## src/rtl/select_result_accum_if.sv

```systemverilog
// Sample/result bus for select_result_accum.
// master: the producer/consumer side; slave: the accumulator block.
interface select_result_accum_if #(
  parameter int unsigned IN_W    = 9,
  parameter int unsigned ACC_W   = 16,
  parameter int unsigned WIN_LEN = 8
);
  localparam int unsigned CNT_W = $clog2(WIN_LEN + 1);

  logic                    in_valid;
  logic signed [IN_W-1:0]  in_data;
  logic                    in_ready;
  logic                    flush;
  logic                    out_valid;
  logic                    out_ready;
  logic signed [ACC_W-1:0] out_sum;
  logic signed [IN_W-1:0]  out_min;
  logic signed [IN_W-1:0]  out_max;
  logic [CNT_W-1:0]        out_count;
  logic                    out_ovf;

  modport master (
    output in_valid, in_data, flush, out_ready,
    input  in_ready, out_valid, out_sum, out_min, out_max, out_count, out_ovf
  );

  modport slave (
    input  in_valid, in_data, flush, out_ready,
    output in_ready, out_valid, out_sum, out_min, out_max, out_count, out_ovf
  );
endinterface

```

## src/rtl/select_result_accum.sv

```systemverilog
// Windowed accumulator for the signed operand-select result stream.
// Collects WIN_LEN samples (or fewer on flush) and presents sum/min/max/count/ovf
// through a one-entry result register that holds under backpressure.
// Optional macro ACCUM_SAT_EN: saturate each addition instead of wrapping.
module select_result_accum #(
  parameter int unsigned IN_W    = 9,
  parameter int unsigned ACC_W   = 16,
  parameter int unsigned WIN_LEN = 8
) (
  input logic                  clk,
  input logic                  rst,
  select_result_accum_if.slave bus
);

  localparam int unsigned CNT_W = $clog2(WIN_LEN + 1);
  localparam logic [CNT_W-1:0] WinLenC = CNT_W'(WIN_LEN);
  localparam logic signed [ACC_W-1:0] AccMax = {1'b0, {(ACC_W-1){1'b1}}};
  localparam logic signed [ACC_W-1:0] AccMin = {1'b1, {(ACC_W-1){1'b0}}};

  typedef enum logic [0:0] {StAccum, StHold} state_e;

  state_e state_q, state_d;

  // Running window state
  logic signed [ACC_W-1:0] acc_q;
  logic [CNT_W-1:0]        cnt_q;
  logic signed [IN_W-1:0]  min_q, max_q;
  logic                    ovf_q;

  // Result holding register
  logic signed [ACC_W-1:0] res_sum_q;
  logic signed [IN_W-1:0]  res_min_q, res_max_q;
  logic [CNT_W-1:0]        res_cnt_q;
  logic                    res_ovf_q;

  logic                    in_rdy, out_vld;
  logic                    accept, handshake, flush_hit, close;
  logic signed [ACC_W-1:0] sample_ext, sum_next;
  logic [ACC_W:0]          sum_wide;
  logic                    add_ovf, ovf_next, first;
  logic [CNT_W-1:0]        cnt_inc;
  logic signed [IN_W-1:0]  min_next, max_next;

  // Next window values assuming the current sample is accepted
  always_comb begin
    sample_ext = ACC_W'(bus.in_data);
    // One guard bit: overflow iff the two top bits disagree
    sum_wide   = {acc_q[ACC_W-1], acc_q} + {sample_ext[ACC_W-1], sample_ext};
    add_ovf    = sum_wide[ACC_W] ^ sum_wide[ACC_W-1];
`ifdef ACCUM_SAT_EN
    if (add_ovf) begin
      sum_next = sum_wide[ACC_W] ? AccMin : AccMax;
    end else begin
      sum_next = sum_wide[ACC_W-1:0];
    end
`else
    sum_next   = sum_wide[ACC_W-1:0];
`endif
    ovf_next   = ovf_q | add_ovf;
    first      = (cnt_q == '0);
    cnt_inc    = cnt_q + CNT_W'(1);
    min_next   = (first || (bus.in_data < min_q)) ? bus.in_data : min_q;
    max_next   = (first || (bus.in_data > max_q)) ? bus.in_data : max_q;
  end

  // Handshake and window-close decode
  always_comb begin
    accept    = bus.in_valid & in_rdy;
    handshake = out_vld & bus.out_ready;
    // Flush only closes a non-empty window, and is ignored while a result is held
    flush_hit = bus.flush & (state_q == StAccum) & ((cnt_q != '0) | accept);
    close     = (accept & (cnt_inc == WinLenC)) | flush_hit;
  end

  // State register
  always_ff @(posedge clk) begin
    if (rst) begin
      state_q <= StAccum;
    end else begin
      state_q <= state_d;
    end
  end

  // Next-state logic
  always_comb begin
    state_d = state_q;
    unique case (state_q)
      StAccum: if (close) state_d = StHold;
      // A handshake-cycle sample may itself close a new window (WIN_LEN=1)
      StHold:  if (handshake) state_d = close ? StHold : StAccum;
    endcase
  end

  // Output decode; in_ready in HOLD follows out_ready combinationally
  always_comb begin
    in_rdy  = 1'b0;
    out_vld = 1'b0;
    if (!rst) begin
      unique case (state_q)
        StAccum: in_rdy = 1'b1;
        StHold: begin
          in_rdy  = bus.out_ready;
          out_vld = 1'b1;
        end
      endcase
    end
  end

  // Window accumulation and result capture
  always_ff @(posedge clk) begin
    if (rst) begin
      acc_q     <= '0;
      cnt_q     <= '0;
      min_q     <= '0;
      max_q     <= '0;
      ovf_q     <= 1'b0;
      res_sum_q <= '0;
      res_min_q <= '0;
      res_max_q <= '0;
      res_cnt_q <= '0;
      res_ovf_q <= 1'b0;
    end else if (close) begin
      res_sum_q <= accept ? sum_next : acc_q;
      res_min_q <= accept ? min_next : min_q;
      res_max_q <= accept ? max_next : max_q;
      res_cnt_q <= accept ? cnt_inc  : cnt_q;
      res_ovf_q <= accept ? ovf_next : ovf_q;
      acc_q     <= '0;
      cnt_q     <= '0;
      min_q     <= '0;
      max_q     <= '0;
      ovf_q     <= 1'b0;
    end else if (accept) begin
      acc_q <= sum_next;
      cnt_q <= cnt_inc;
      min_q <= min_next;
      max_q <= max_next;
      ovf_q <= ovf_next;
    end
  end

  assign bus.in_ready  = in_rdy;
  assign bus.out_valid = out_vld;
  assign bus.out_sum   = res_sum_q;
  assign bus.out_min   = res_min_q;
  assign bus.out_max   = res_max_q;
  assign bus.out_count = res_cnt_q;
  assign bus.out_ovf   = res_ovf_q;

endmodule

```

## src/flat_wrapper.sv

```systemverilog
// flat-port wrapper written by rule: the top's interface ports become plain ports
module select_result_accum_flat 
#(
  parameter int unsigned IN_W    = 9,
  parameter int unsigned ACC_W   = 16,
  parameter int unsigned WIN_LEN = 8
)
  (clk, rst, bus_in_valid, bus_in_data, bus_flush, bus_out_ready, bus_in_ready, bus_out_valid, bus_out_sum, bus_out_min, bus_out_max, bus_out_count, bus_out_ovf);
  select_result_accum_if #(.IN_W(IN_W), .ACC_W(ACC_W), .WIN_LEN(WIN_LEN)) bus_i ();
  input logic clk;
  input logic rst;
  input wire logic [$bits(bus_i.in_valid)-1:0] bus_in_valid;
  input wire logic [$bits(bus_i.in_data)-1:0] bus_in_data;
  input wire logic [$bits(bus_i.flush)-1:0] bus_flush;
  input wire logic [$bits(bus_i.out_ready)-1:0] bus_out_ready;
  output wire logic [$bits(bus_i.in_ready)-1:0] bus_in_ready;
  output wire logic [$bits(bus_i.out_valid)-1:0] bus_out_valid;
  output wire logic [$bits(bus_i.out_sum)-1:0] bus_out_sum;
  output wire logic [$bits(bus_i.out_min)-1:0] bus_out_min;
  output wire logic [$bits(bus_i.out_max)-1:0] bus_out_max;
  output wire logic [$bits(bus_i.out_count)-1:0] bus_out_count;
  output wire logic [$bits(bus_i.out_ovf)-1:0] bus_out_ovf;
  assign bus_i.in_valid = bus_in_valid;
  assign bus_i.in_data = bus_in_data;
  assign bus_i.flush = bus_flush;
  assign bus_i.out_ready = bus_out_ready;
  assign bus_in_ready = bus_i.in_ready;
  assign bus_out_valid = bus_i.out_valid;
  assign bus_out_sum = bus_i.out_sum;
  assign bus_out_min = bus_i.out_min;
  assign bus_out_max = bus_i.out_max;
  assign bus_out_count = bus_i.out_count;
  assign bus_out_ovf = bus_i.out_ovf;
  select_result_accum #(.IN_W(IN_W), .ACC_W(ACC_W), .WIN_LEN(WIN_LEN)) u_core (.clk(clk), .rst(rst), .bus(bus_i));
endmodule
```

## config.mk

```make
export PLATFORM = sky130hd
export DESIGN_NAME = select_result_accum_flat
export DESIGN_NICKNAME = d
export VERILOG_FILES = /design/src/rtl/select_result_accum_if.sv /design/src/rtl/select_result_accum.sv /design/src/flat_wrapper.sv
export SDC_FILE = /design/constraint.sdc
export NUM_CORES = 1
export LEC_CHECK = 0
export BUFFER_PORTS_ARGS = -buffer_cell sky130_fd_sc_hd__buf_4
export CAP_MARGIN = 10
export CORE_UTILIZATION = 50
export CTS_BUF_LIST = sky130_fd_sc_hd__clkbuf_8
export DETAILED_ROUTE_END_ITERATION = 10
export PLACE_DENSITY = 0.73
export SYNTH_ARGS = -nofsm -noshare
export SYNTH_HDL_FRONTEND = slang
export SYNTH_SLANG_ARGS = --single-unit
```

## constraint.sdc

```tcl
create_clock -name clk -period 2.46 [get_ports clk]
set_clock_uncertainty 0.05 [all_clocks]
set_input_delay 0.369 -clock clk [delete_from_list [all_inputs] [get_ports clk]]
set_output_delay 0.369 -clock clk [all_outputs]
set_load 0.02 [all_outputs]
```

==> results.cfg <==
[detailed_routing]
wl_um = 12000
drc_errors = 0
detail_route.wl_per_cell_um = 16.62
first_pass_iters = 5
detail-route-antenna-nets = 0
vias = 4254
drt_iter0_drc = 267
viasPerCell = 5.892

[layout]
num-fill-cells = 764
seq_area_sq_mm = 0.001582
multiInputGateArea_sq_mm = 0.002695
post-route-util_pct = 61.46
layout_commonest_cell = dfxtp_1
final_cell_mix = dfxtp_1, buf_4, nand2_1
antenna-diode-count = 0
finalNetCount = 660
layout-drive-gt1-share_pct = 17.92
area_growth_pct = 18.43

[die]
io_pins = 55
die_area_sq_mm = 0.009482
fp-row-count = 34
coreArea_sq_mm = 0.008763
die_x_um = 97.38
die-height_um = 97.38
start_util_pct = 51.90

[global_route]
first_global_vias = 4014
grt_pass1_wl_um = 19730
overflow = 0
antenna_found_initial = 0
use_met1_pct = 34.99
met3_usage_pct = 5.468
grt.busiest_layer = met2
grt_use_met2_pct = 40.72
grt_max_degree = 50
grtUsageTotal_pct = 25.82

[cts]
clkLatencyLatePin_ps = 360
clk_path_buf_depth = 2
cts_sinks = 79
numCtsBuffers = 9
tritoncts = done
post_cts_buffers = 0
htreeDepth = 3
cts.clk_slew.worst_paths_ps = 80
cts_root_buf = clkbuf_8

[timing]
worst_hold_slack_ps = 253.5
min_period_ps = 2329
relSlewSlack_pct = 45.86
fmax_ghz = 0.4293
hold_viol = 0
worstMarginPinSlew_ps = 810.4
finalSetupViolCount = 0
slew_violations = 0
rsz0062_at_grt = no
fin_crit_sh_pct = 94.68
tns_ps = 0

[worst_setup_path]
cpMostUsedCell = o21ai_0
path_cells = ha_1, inv_1, fa_1, nand2b_1, a21oi_1, buf_4, o21ai_0, o21ai_0, xnor2_1, o21ai_0
r2r-start = u_core.acc_q[0]
endpoint_kind = flip-flop
startpoint_type = flip-flop
cpMaxStageDelayCell = fa_1
worstPathRequired_ps = 2650
critical-path-max-stage-delay_ps = 370
cp.arrival_ps = 2520
cp-startpoint = u_core.acc_q[0]
worstSetupPathType = flip-flop to flip-flop
reg2reg_slack_ps = 130
path_max_fanout = 5

[yosys]
postSynthCellCount = 548
ys_seq_area_share_pct = 34.77
synth_top_area_share_pct = 34.77
synth_ff_type = dfxtp_1
ys_types = 63
yosysTopAreaCell = dfxtp_1
yosys_warnings = 0
synth_edf_count = 0
async_flop_share_pct = 0
syn-num-nets = 599
yosys_register_bits = 79
syn_area_sq_mm = 0.004548
postSynthAreaPerCell_sq_um = 8.299
synth_area_leaders = dfxtp_1, ha_1, nand2_1

[flow_run]
cap_violations = 0

[place]
io_buffers = 54
dp_hpwl_um = 8691
place.gp.congestion = 0.9735

[min_path]
hold_path.class = input pin to flip-flop
worstHoldStart = rst

[power]
power_density_mw_per_mm2 = 591.1
max-vdd-ir-drop_uv = 342.0
leakagePower_nw = 2.212

[run_status]
status = finished, final reports clean
==> per-layer routing <==
layer / part of all wire [%] / vias to the layer above / wire (um)
li1: - / 2110 / -
met1: 47 / 2000 / 5624
met2: 45 / 124 / 5433
met3: 5.8 / 20 / 700
met4: 2.0 / 0 / 240
met5: 0 / - / 0
==> cells by family (layout without fill, tap and decap cells) <==
logic type / Yosys count / in the layout / share of synthesized area, %
AOI/OAI and AO/OA: 169 / 169 / 25.53
xor gates and xnor gates: 12 / 12 / 2.311
adders and majority gates: 37 / 37 / 10.34
buffers and inverters: 60 / 126 / 6.410
DFF: 79 / 79 / 34.77
muxes: 7 / 7 / 1.541
and+or+nand+nor: 184 / 184 / 19.09
==> worst paths after layout <==
kind,end,cells past startpoint
setup / recovery,u_core.bus.out_ovf,10
hold reg to reg,u_core.bus.out_sum[14],2
hold / removal,u_core.bus.out_sum[7],2
setup reg to reg,u_core.bus.out_ovf,10
==> power by group <==
group / internal (mW) / total [mW] / switching (mW)
sequential: 1.34 / 1.39 / 0.0475
clock: 0.575 / 1.09 / 0.517
combinational: 0.277 / 0.700 / 0.423
==> through the flow <==
stage / area (sq um) / total power, mW / instances / worst slack (ps)
CTS: 5370 / 3.190 / 721 / 88.85
finish: 5386 / 3.184 / 722 / 130.8
global placement: 5150 / 2.086 / 705 / 56.14
global route: 5386 / 3.335 / 722 / 6.111
floorplan: 4548 / 1.872 / 548 / 180.2
detailed placement: 5150 / 2.108 / 705 / -10.19
==> what timing repair did <==
item,in CTS,in global routing
gates resized for setup,0,3
hold buffers,0,0
endpoints found under the setup margin,0,17
==> layout make-up <==
class                   instances  area share [%]
multi-input cells             409           50.03
flip-flops and latches         79           29.36
repair buffers                 81           11.99
clock inverters                 7           1.789
inverters                      29           2.021
well taps                     108           2.509
clock buffers                   9           2.300
==> synth_stat cells (7+ instances only) <==
cell	instances
nor2_1	43
nand2_1	69
nand3_1	33
a21o_1	10
inv_1	29
o31ai_1	16
o21ai_0	37
buf_2	10
dfxtp_1	79
a21oi_1	36
xnor2_1	9
o211ai_1	16
nand4_1	13
mux2i_1	7
clkbuf_1	9
ha_1	36
a221o_1	9
==> registers in the layout, summed over array words and instances, names as in the netlist <==
signal	flops
u_core.acc_q	16
u_core.bus.out_sum	16
u_core.bus.out_max	9
u_core.bus.out_min	9
u_core.max_q	9
u_core.min_q	9
u_core.bus.out_count	4
u_core.cnt_q	4
u_core.bus.out_ovf	1
u_core.ovf_q	1
u_core.state_q	1
==> worst max-delay path: cells and delay by family (launching register included) <==
kind,cells,cell delay (ps)
and+or+nand+nor,1,180
buffers and inverters,2,200
adders and majority gates,2,540
DFF,1,340
xor gates and xnor gates,1,210
AOI/OAI and AO/OA,4,700
No activity file was read; power rests on OpenSTA's default activity.
